**src/rtl/morse_letter_queue.sv**
```systemverilog
// Letter queue and display sequencer: buffers decoded Morse letters in a FIFO
// and shows them one at a time, advancing on a button edge or an auto-scroll timer.
module morse_letter_queue #(
  parameter int DEPTH_LOG2  = 3,
  parameter int SCROLL_BITS = 27
) (
  input  logic                  clk,
  input  logic                  reset,
  input  logic [7:0]            letter,
  input  logic                  letter_valid,
  input  logic                  advance,
  input  logic                  auto_scroll,
  input  logic                  clear,
  output logic [7:0]            display,
  output logic                  display_valid,
  output logic [DEPTH_LOG2:0]   count,
  output logic                  empty,
  output logic                  full,
  output logic                  overflow
);

  localparam int DEPTH = 1 << DEPTH_LOG2;
  localparam logic [DEPTH_LOG2-1:0] PTR_ONE   = 1;
  localparam logic [DEPTH_LOG2:0]   CNT_ONE   = 1;
  localparam logic [DEPTH_LOG2:0]   CNT_FULL  = DEPTH[DEPTH_LOG2:0];
  localparam logic [SCROLL_BITS-1:0] TMR_ONE  = 1;

  typedef enum logic {S_EMPTY, S_SHOW} state_t;

  state_t                  r_state;
  state_t                  w_state_next;
  logic [7:0]              r_mem [DEPTH];
  logic [DEPTH_LOG2-1:0]   r_wr_ptr;
  logic [DEPTH_LOG2-1:0]   r_rd_ptr;
  logic [DEPTH_LOG2:0]     r_count;
  logic [7:0]              r_display;
  logic                    r_display_valid;
  logic                    r_overflow;
  logic [SCROLL_BITS-1:0]  r_timer;
  logic                    r_adv_q;

  logic w_adv_rise;
  logic w_timer_max;
  logic w_tick;
  logic w_pop;
  logic w_blank;
  logic w_push;
  logic w_drop;
  logic w_full;

  assign w_adv_rise  = advance & ~r_adv_q;
  assign w_timer_max = (r_timer == {SCROLL_BITS{1'b1}});
  assign w_tick      = (r_state == S_SHOW) & (w_adv_rise | (auto_scroll & w_timer_max));
  assign w_full      = (r_count == CNT_FULL);
  // A pop frees a slot in the same cycle, so a full FIFO still accepts a push then.
  assign w_push      = letter_valid & ~clear & (~w_full | w_pop);
  assign w_drop      = letter_valid & ~clear & w_full & ~w_pop;

  always_ff @(posedge clk or posedge reset) begin
    if (reset) r_state <= S_EMPTY;
    else       r_state <= w_state_next;
  end

  always_comb begin
    w_state_next = r_state;
    w_pop        = 1'b0;
    w_blank      = 1'b0;
    if (clear) begin
      w_state_next = S_EMPTY;
    end else begin
      case (r_state)
        S_EMPTY: begin
          if (r_count != '0) begin
            w_pop        = 1'b1;
            w_state_next = S_SHOW;
          end
        end
        S_SHOW: begin
          if (w_tick) begin
            if (r_count != '0) begin
              w_pop = 1'b1;
            end else begin
              w_blank      = 1'b1;
              w_state_next = S_EMPTY;
            end
          end
        end
        default: w_state_next = S_EMPTY;
      endcase
    end
  end

  always_ff @(posedge clk) begin
    if (w_push) r_mem[r_wr_ptr] <= letter;
  end

  always_ff @(posedge clk or posedge reset) begin
    if (reset) begin
      r_wr_ptr        <= '0;
      r_rd_ptr        <= '0;
      r_count         <= '0;
      r_display       <= 8'h00;
      r_display_valid <= 1'b0;
      r_overflow      <= 1'b0;
      r_timer         <= '0;
      r_adv_q         <= 1'b1;
    end else begin
      r_adv_q <= advance;
      if (clear) begin
        r_wr_ptr        <= '0;
        r_rd_ptr        <= '0;
        r_count         <= '0;
        r_display       <= 8'h00;
        r_display_valid <= 1'b0;
        r_overflow      <= 1'b0;
        r_timer         <= '0;
      end else begin
        if (w_push) r_wr_ptr <= r_wr_ptr + PTR_ONE;
        if (w_pop) begin
          r_rd_ptr        <= r_rd_ptr + PTR_ONE;
          r_display       <= r_mem[r_rd_ptr];
          r_display_valid <= 1'b1;
        end else if (w_blank) begin
          r_display       <= 8'h00;
          r_display_valid <= 1'b0;
        end
        if (w_push && !w_pop)      r_count <= r_count + CNT_ONE;
        else if (w_pop && !w_push) r_count <= r_count - CNT_ONE;
        if (w_drop) r_overflow <= 1'b1;
        // Expiry always produces a tick, so the timer never wraps on its own.
        if (w_pop || w_tick || !auto_scroll || r_state != S_SHOW) r_timer <= '0;
        else                                                      r_timer <= r_timer + TMR_ONE;
      end
    end
  end

  assign display       = r_display;
  assign display_valid = r_display_valid;
  assign count         = r_count;
  assign empty         = (r_count == '0);
  assign full          = w_full;
  assign overflow      = r_overflow;

endmodule

```
**config.mk**
```make
export PLATFORM = sky130hd
export DESIGN_NAME = morse_letter_queue
export DESIGN_NICKNAME = d
export VERILOG_FILES = /design/src/rtl/morse_letter_queue.sv
export SDC_FILE = /design/constraint.sdc
export NUM_CORES = 1
export LEC_CHECK = 0
export CAP_MARGIN = 20
export CORE_MARGIN = 5
export CORE_UTILIZATION = 45
export CTS_CLUSTER_SIZE = 24
export DETAILED_ROUTE_END_ITERATION = 6
export GPL_TIMING_DRIVEN = 0
export PLACE_DENSITY = 0.69
export SYNTH_ARGS = -nofsm -noshare
export SYNTH_HDL_FRONTEND = slang
export SYNTH_SLANG_ARGS = --single-unit
```
**constraint.sdc**
```tcl
create_clock -name clk -period 8.4 [get_ports clk]
set_input_delay 1.68 -clock clk [delete_from_list [all_inputs] [get_ports clk]]
set_output_delay 1.68 -clock clk [all_outputs]
set_load 0.03 [all_outputs]
```
# Word level (Yosys, flattened, before mapping)
# Memories as Yosys holds them, arrays and structs flattened.
# Index checks and enable logic that the tools add are counted.
# W data, S select, Z words.
[totals]
wordCells = 76
out_inout_bits = 16
input_bits = 14
ram_bits = 64
mem_count = 1
regBits = 49
[memory_table]
columns = ["name", "words", "width", "rd", "rd_ports_with_merged_regs", "wr", "line", "text"]
rows = [
  ["r_mem", 8, 8, 1, 0, 1, "32", "logic [7:0] r_mem [DEPTH];"],
]
[op_classes]
n_reduce_logical = 15
n_addsub = 5
muxes = 30
n_eq_ne = 2
bitwise_logic = 14
[op_table]
columns = ["operator", "n"]
rows = [
  ["$mux W27", 2],
  ["$add A27 B1 Y27 const B", 1],
  ["$eq A27 B27 Y1 const B", 1],
  ["$mux W8", 3],
  ["$mux W1", 16],
  ["$mux W3", 4],
  ["$mux W4", 3],
  ["$and A1 B1 Y1", 7],
  ["$add A3 B1 Y3 const B", 2],
  ["$reduce_bool A2 Y1", 3],
  ["$reduce_bool A3 Y1", 2],
  ["$not A1 Y1", 5],
  ["$add A4 B1 Y4 const B", 1],
  ["$eq A4 B4 Y1 const B", 1],
  ["$logic_not A4 Y1", 1],
  ["$pmux W1 S2", 2],
  ["$reduce_bool A4 Y1", 1],
  ["$sub A4 B1 Y4 const B", 1],
  ["$logic_not A1 Y1", 3],
  ["$logic_or A1 B1 Y1", 3],
  ["$logic_and A1 B1 Y1", 2],
  ["$or A1 B1 Y1", 2],
]

# Depth between registers and ports, before layout
# Gate-level depths: netlist (run 1).
[depth]
word_depth = 14
mapped_depth = 13

# Worst setup path after synthesis (run 1)
# Ideal clock, no wire load.
[synth_timing]
path_type = "in2reg"
startpoint = "in advance"
endpoint = "reg r_count[3], in the netlist count[3]"
setup_time_ns = 0.077
required_ns = 8.323
slack_ns = 4.367
n_path_buf = 0
cell_stages = 12
arrival_time_ns = 3.956
path_cell_list = "inv_1 -> o21ai_0 -> a21o_2 -> o21ai_2 -> or3_1 -> ha_1 -> a21o_1 -> a21o_1 -> nor3_1 -> a311oi_1 -> a311o_1 -> a21oi_1"
[synth_between]
elab_chain_len = 11
elab_cells_between_ends = 15
[synth_rtl]
columns = ["element", "line", "text"]
rows = [
  ["from (decl)", "11", "input logic advance,"],
  ["$and A1 B1 Y1 (*)", "51", "assign w_adv_rise = advance & ~r_adv_q;"],
  ["$or A1 B1 Y1 (*)", "53", "assign w_tick = (r_state == S_SHOW) & (w_adv_rise | (auto_scroll & w_timer_max));"],
  ["$and A1 B1 Y1 (*)", "53", ""],
  ["$mux W1 (*)", "79", "if (w_tick) begin"],
  ["$pmux W1 S2 (*)", "71", "case (r_state)"],
  ["$mux W1 (*)", "68", "if (clear) begin"],
  ["$or A1 B1 Y1", "56", "assign w_push = letter_valid & ~clear & (~w_full | w_pop);"],
  ["$and A1 B1 Y1", "56", ""],
  ["$logic_and A1 B1 Y1 or $logic_not A1 Y1 (tied branches)", "127, 128", ""],
  ["$mux W4 or $logic_and A1 B1 Y1 (tied branches)", "127, 128", ""],
  ["$mux W4 or $reduce_bool A3 Y1 (tied branches)", "n/a", ""],
  ["to (signal assigned)", "127", "if (w_push && !w_pop) r_count <= r_count + CNT_ONE;"],
  ["to (signal assigned)", "128", "else if (w_pop && !w_push) r_count <= r_count - CNT_ONE;"],
  ["to (decl)", "35", "logic [DEPTH_LOG2:0] r_count;"],
]
# Mark *: on every way between the ends. The rest lies on a longest branch, timed or not.
# A chain may end at the register's enable or synchronous reset.

# Worst setup path after layout (run 1)
# Ends and elaborated chain as after synthesis.

==> results of run 1 <==
## state kept, by name, summed over array words and instances (netlist names)
name,flops
count,4
display,8
display_valid,1
overflow,1
r_adv_q,1
r_mem,64
r_rd_ptr,3
r_state,1
r_timer,27
r_wr_ptr,3
## report_power, final
part / internal, W / leakage (nW) / switching [W]
sequential: 0.000628 / 1.25 / 0.0000258
combinational: 0.000203 / 0.723 / 0.000257
clock: 0.000481 / 0.286 / 0.000252
total: 0.00131 / 2.25 / 0.000536
## path summary, 6_finish.rpt
| path | from | endpoint | slack (ns) | cells past startpoint |
|---|---|---|---|---|
| max | advance | count[3] | 4.02 | 13 |
| min in group asynchronous | reset | r_timer[7] | 1.53 | 2 |
| max reg2reg | r_timer[0] | count[3] | 4.91 | 13 |
| min | display[2] | display[2] | 0.47 | 2 |
| max in group asynchronous | reset | r_adv_q | 6.27 | 3 |
| min reg2reg | display[2] | display[2] | 0.47 | 2 |
## per-stage QoR
stage / setup WS (ns) / instance area [sq um] / hold WS [ns] / utilization, %
floorplan: 4.37 / 4950 / 0.463 / -
global placement: 3.42 / 5410 / 0.464 / 50.1
detailed placement: 3.56 / 5470 / 0.466 / 50.7
CTS: 4.06 / 6080 / 0.478 / 56.3
global route: 3.84 / 6080 / 0.504 / 56.3
finish: 4.02 / 6080 / 0.475 / 56.3
## kinds of logic (layout without fill, tap and decap cells)
logic type	after synthesis	in the layout
fa+ha+maj	6	6
flops	113	113
buf+inv	26	91
compound gates	29	29
xor+xnor	27	27
mux	30	30
simple gates	125	125
## Yosys cell counts, drive strengths merged
cell type and instances:
a21o 3, a21oi 6, a311o 1, a311oi 1, a31oi 2, a41oi 1, and2 1, and3 7
and4 1, buf 8, clkbuf 6, dfrtp 48, dfstp 1, edfxtp 64, fa 1, ha 5
inv 12, mux2 3, mux2i 11, mux4 16, nand2 20, nand2b 1, nand3 14, nand3b 2
nand4 6, nor2 50, nor2b 2, nor3 7, nor3b 1, nor4 7, o211ai 1, o21ai 14
or2 1, or3 4, or4 1, xnor2 15, xor2 12
## metal layers
layer  up-vias  part of all wire, %  GRT usage [%]  wire length, um
li1       1412                    -              -                -
met1      1467                   44           19.3             4060
met2        41                   51           24.9             4650
met3        15                  3.2           4.84              295
met4         0                  1.7           7.67              155
met5         -                    0              0                0
## tightest hold or removal path, cell delays in order (launching register included)
cell	delay (ns)
dfrtp_1	0.34
nand2_1	0.06
o21ai_2	0.05
## area by class of cell
| type | instances | area (sq um) | share of cell area (%) |
|---|---|---|---|
| sequential | 113 | 3150 | 51.8 |
| multi-input combinational | 217 | 1710 | 28.1 |
| clock buffer | 19 | 422 | 6.94 |
| timing repair buffer | 33 | 330 | 5.43 |
| clock inverter | 13 | 186 | 3.07 |
| tap | 140 | 175 | 2.88 |
| buffer | 14 | 66.3 | 1.09 |
| inverter | 12 | 45.0 | 0.741 |
==> impl_metrics.py, run 1 <==
metrics = {
    "status": {
        "status": "complete, no violations",
    },
    "worst_setup_path": {
        "path_max_fanout": 6,
        "worstPathRequired_ns": 8.85,
        "critical_path_buf_inv_count": 2,
        "slowest_stage": "o21ai_0",
        "cp_common_cell": "a21o_1",
        "critPathMaxStageDelay_ns": 0.51,
        "end_kind": "flop",
        "criticalPathCategory": "in -> reg",
        "cp.arrival_ns": 4.83,
        "crit_chain": "clkdlybuf4s50_1 -> inv_1 -> o21ai_0 -> a21o_2 -> o21ai_2 -> or3_1 -> ha_1 -> a21o_1 -> a21o_1 -> nor3_1 -> a311oi_1 -> a311o_1 -> a21oi_1",
        "crit_family": "compound AO/OA/AOI/OAI gates",
        "crit_path_start_kind": "primary input",
    },
    "timing": {
        "period_minus_slack_ns": 4.38,
        "fin_setup_tns_ns": 0,
        "setup_viol": 0,
        "max_freq_mhz": 228,
        "relSlewSlack_pct": 47.0,
        "slew_violations": 0,
        "post-route-period-util_pct": 52.2,
        "fin_skew_ns": 0.00873,
        "finalHoldViolCount": 0,
        "rsz0062_at_grt": "no",
        "worst-slew-pin-transition_ns": 0.792,
    },
    "place": {
        "dp.cells": 529,
        "portBuffers": 28,
        "hpwl_um": 6320,
        "gp_congestion": 0.761,
    },
    "routing": {
        "drt-total-wl_um": 9160,
        "wl_per_cell_um": 16.3,
        "via_per_inst": 5.23,
        "dr_total_vias": 2935,
        "drtPass1Iterations": 4,
        "drc": 0,
        "drtIter0Drc": 175,
        "antenna_left": 0,
    },
    "cts": {
        "clk_latency_ns": 0.52,
        "cts_hold_buffers": 0,
        "clockRootBuffer": "clkbuf_8",
        "cts_setup_buffers": 0,
        "cts_max_level": 4,
        "cts-resized-gates": 0,
        "numCtsBuffers": 17,
        "clkSinkCount": 113,
        "clkTransAtPathRegs_ns": 0.05,
        "cts_buffer_depth": 2,
        "cts_tree": "yes",
    },
    "finish": {
        "final_cell_mix": "edfxtp_1 (64), nor2_1 (49), dfrtp_1 (48)",
        "area_growth_pct": 22.7,
        "fin_cells": 561,
        "n_fill_cell": 858,
        "nNetsFinal": 428,
        "layout-drive-gt1-share_pct": 19.2,
        "final_common_cell": "edfxtp_1",
        "diodes": 0,
    },
    "floorplan": {
        "chipWidth_um": 115,
        "io_pins": 30,
        "row_count": 38,
        "placeableCoreArea_sq_mm": 0.0108,
        "die_h_um": 115,
        "initial_core_util_pct": 45.9,
        "dieArea_sq_mm": 0.0132,
    },
    "global_route": {
        "grt_usage_pct": 15.6,
        "grt_pass1_wl_um": 15400,
        "grt_pass1_vias": 3020,
        "antenna_found_initial": 0,
        "grt_max_degree": 28,
        "grt.overflow.total": 0,
    },
    "yosys": {
        "synth_xor_area_share_pct": 4.77,
        "syn_nets": 376,
        "ys_warn_count": 0,
        "synth-compound-area-share_pct": 4.22,
        "ys_seq_area_share_pct": 63.6,
        "synthDominantCellAreaShare_pct": 38.8,
        "ys_types": 47,
        "synthCells": 356,
        "synth-simple-area-share_pct": 13.1,
        "syn_area_per_cell_sq_um": 13.9,
        "synthMuxAreaShare_pct": 10.4,
        "yosysTopAreaCell": "edfxtp_1",
        "synth_top_family_by_area": "simple AND/OR/NAND/NOR gates",
        "synth_fa_ha_area_share_pct": 1.67,
        "ys_ff_latch": 113,
        "synth.top_cells.by_area": "edfxtp_1 (39%), dfrtp_1 (24%), mux4_2 (7.3%), nor2_1 (3.7%), xnor2_1 (2.7%)",
        "synth_area_sq_mm": 0.00495,
    },
    "power": {
        "p_leak_nw": 2.25,
        "pwr_density_cell_mw_per_mm2": 304,
        "ir_drop_mv": 0.226,
        "total_power_w": 0.00185,
    },
    "hold_path": {
        "hold_path_class": "reg -> reg",
    },
    "job": {
        "drv_cap": 0,
    },
}
Power figures use the tool's default switching activity.
==> inputs of run 2 (changes only) <==
==> constraint.sdc (replaced) <==
create_clock -name clk -period 4.53 [get_ports clk]
set_input_delay 0.906 -clock clk [delete_from_list [all_inputs] [get_ports clk]]
set_output_delay 0.906 -clock clk [all_outputs]
set_load 0.03 [all_outputs]
==> results of run 2 <==
The final DEF is identical to that of run 1. Status: complete, no violations.
Main changes from that run: setup slack after placement 3.56 ns -> 0.460 ns; setup slack after layout 4.02 ns -> 0.921 ns; register-to-register setup slack 4.91 ns -> 1.04 ns; total power 0.00185 W -> 0.00343 W; worst IR drop on VDD 0.226 mV -> 0.420 mV
==> inputs of run 3 (changes only) <==
==> constraint.sdc (replaced) <==
create_clock -name clk -period 3.6 [get_ports clk]
set_input_delay 0.72 -clock clk [delete_from_list [all_inputs] [get_ports clk]]
set_output_delay 0.72 -clock clk [all_outputs]
set_load 0.03 [all_outputs]
==> run 3 against run 2 <==
  * Via count rose by 0.17%
  * Highest routed layer unchanged
  * Critical endpoint unchanged
  * Flip-flop and latch count stayed put
  * Cell count increased by 0.36%
  * Largest power group unchanged
  * Clock-buffer cell count stayed put
  * Largest cell class unchanged
  * Core utilization rose by 0.14 points
==> impl_metrics.py, run 3 (same netlist as run 1, synthesis figures left out) <==
metrics = {
    "routing": {
        "drtPass1Iterations": 4,
        "via_per_inst": 5.22,
        "drt-total-wl_um": 9160,
        "drc": 0,
        "antenna_left": 0,
        "dr_total_vias": 2940,
        "drtIter0Drc": 181,
        "wl_per_cell_um": 16.3,
    },
    "global_route": {
        "antenna_found_initial": 0,
        "grt_pass1_wl_um": 15400,
        "grt_usage_pct": 15.6,
        "grt.overflow.total": 0,
        "grt_max_degree": 28,
        "grt_pass1_vias": 3020,
    },
    "place": {
        "pre_cts_slack_ns": -0.284,
        "portBuffers": 28,
        "hpwl_um": 6320,
        "gp_congestion": 0.761,
        "place_area_sq_mm": 0.00547,
    },
    "floorplan": {
        "dieArea_sq_mm": 0.0132,
        "chipWidth_um": 115,
        "initial_core_util_pct": 45.9,
        "die_h_um": 115,
        "row_count": 38,
        "placeableCoreArea_sq_mm": 0.0108,
        "io_pins": 30,
    },
    "finish": {
        "diodes": 0,
        "regMostFlops": "r_mem",
        "fin_area_sq_mm": 0.00609,
        "nNetsFinal": 430,
        "area_growth_pct": 23.0,
        "utilization_pct": 56.5,
        "final_cell_mix": "edfxtp_1 (64), nor2_1 (49), dfrtp_1 (48)",
        "n_fill_cell": 856,
        "largest_register_ffs": 64,
        "final_common_cell": "edfxtp_1",
        "layout-drive-gt1-share_pct": 19.6,
    },
    "power": {
        "p_leak_nw": 2.27,
        "ir_drop_mv": 0.528,
        "pwr_density_cell_mw_per_mm2": 708,
        "switchingPower_w": 0.00125,
        "intPower_w": 0.00306,
        "power.share.switching_pct": 29.0,
        "seqPwrFrac_pct": 35.4,
        "pwr-share-clk_pct": 39.7,
        "total_power_w": 0.00431,
        "combPwrFrac_pct": 24.9,
    },
    "timing": {
        "setup_viol": 0,
        "fin_skew_ns": 0.00923,
        "max_freq_mhz": 293,
        "holdWs_ns": 0.475,
        "rsz0062_at_grt": "no",
        "finalHoldViolCount": 0,
        "relSlewSlack_pct": 46.9,
        "post-route-period-util_pct": 95.0,
        "slew_violations": 0,
        "setup_ws_ns": 0.181,
        "period_minus_slack_ns": 3.42,
        "worst-slew-pin-transition_ns": 0.794,
    },
    "cts": {
        "clockRootBuffer": "clkbuf_8",
        "cts_setup_buffers": 0,
        "cts_tree": "yes",
        "cts_buffer_depth": 2,
        "clkSinkCount": 113,
        "clkTransAtPathRegs_ns": 0.05,
        "cts_hold_buffers": 0,
        "cts-resized-gates": 0,
        "cts_max_level": 4,
        "numCtsBuffers": 17,
        "clk_latency_ns": 0.52,
    },
    "worst_setup_path": {
        "worstPathRequired_ns": 4.05,
        "end_kind": "flop",
        "criticalPathCategory": "in -> reg",
        "path_max_fanout": 6,
        "crit_path_start_kind": "primary input",
        "cp.arrival_ns": 3.86,
    },
    "status": {
        "status": "complete, no violations",
    },
    "job": {
        "drv_cap": 0,
    },
    "hold_path": {
        "hold_path_class": "reg -> reg",
    },
}
==> run 3: cell count changes in the layout (fill, tap and decap cells not counted), sizes merged <==
cell  delta
buf      +2
==> run 3: worst paths after layout <==
check | startpoint | end | slack (ns) | cells past startpoint
max reg2reg | r_timer[0] | count[3] | 0.27 | 13
max | advance | count[3] | 0.18 | 13
min in group asynchronous | reset | r_timer[7] | 0.57 | 2
min | display[2] | display[2] | 0.47 | 2
max in group asynchronous | reset | r_adv_q | 2.43 | 3
min reg2reg | display[2] | display[2] | 0.47 | 2
==> run 3: layer usage <==
layer | global-route usage, % | routed length [um] | up-vias
met5 | 0 | 0 | -
met4 | 7.67 | 151 | 0
met3 | 4.84 | 256 | 16
met2 | 24.9 | 4660 | 37
met1 | 19.3 | 4090 | 1472
li1 | - | - | 1415
==> run 3: final cells by class <==
type,count,area [sq um],area share [%]
sequential,113,3150,51.7
multi-input combinational,217,1710,28.0
tap,140,175,2.87
buffer,14,66.3,1.09
inverter,12,45.0,0.739
clock buffer,19,422,6.92
timing repair buffer,35,345,5.67
clock inverter,13,186,3.06
==> run 3: worst max-delay path, cell delays in order <==
cell	delay (ns)
clkdlybuf4s50_1	0.48
inv_1	0.04
o21ai_0	0.51
a21o_2	0.24
o21ai_2	0.12
or3_1	0.38
ha_1	0.30
a21o_1	0.18
a21o_1	0.22
nor3_1	0.16
a311oi_1	0.08
a311o_1	0.33
a21oi_1	0.11
==> run 3: power by group through the flow <==
stage | clock, W | sequential (W) | combinational, W
3_5_place_dp | 0 | 0.00155 | 0.00109
2_1_floorplan | 0 | 0.00166 | 0.000648
4_1_cts | 0.00175 | 0.00153 | 0.00109
5_1_grt | 0.00181 | 0.00154 | 0.00118
6_report | 0.00171 | 0.00153 | 0.00108
3_3_place_gp | 0 | 0.00155 | 0.00106
==> run 3: through the flow <==
| stage | std cells | setup TNS [ns] |
|---|---|---|
| final | 563 | 0 |
| after global routing | 563 | 0 |
| after CTS | 561 | 0 |
| after detailed placement | 529 | -0.284 |
| after global placement | 524 | -6.71 |
| after floorplan | 356 | 0 |
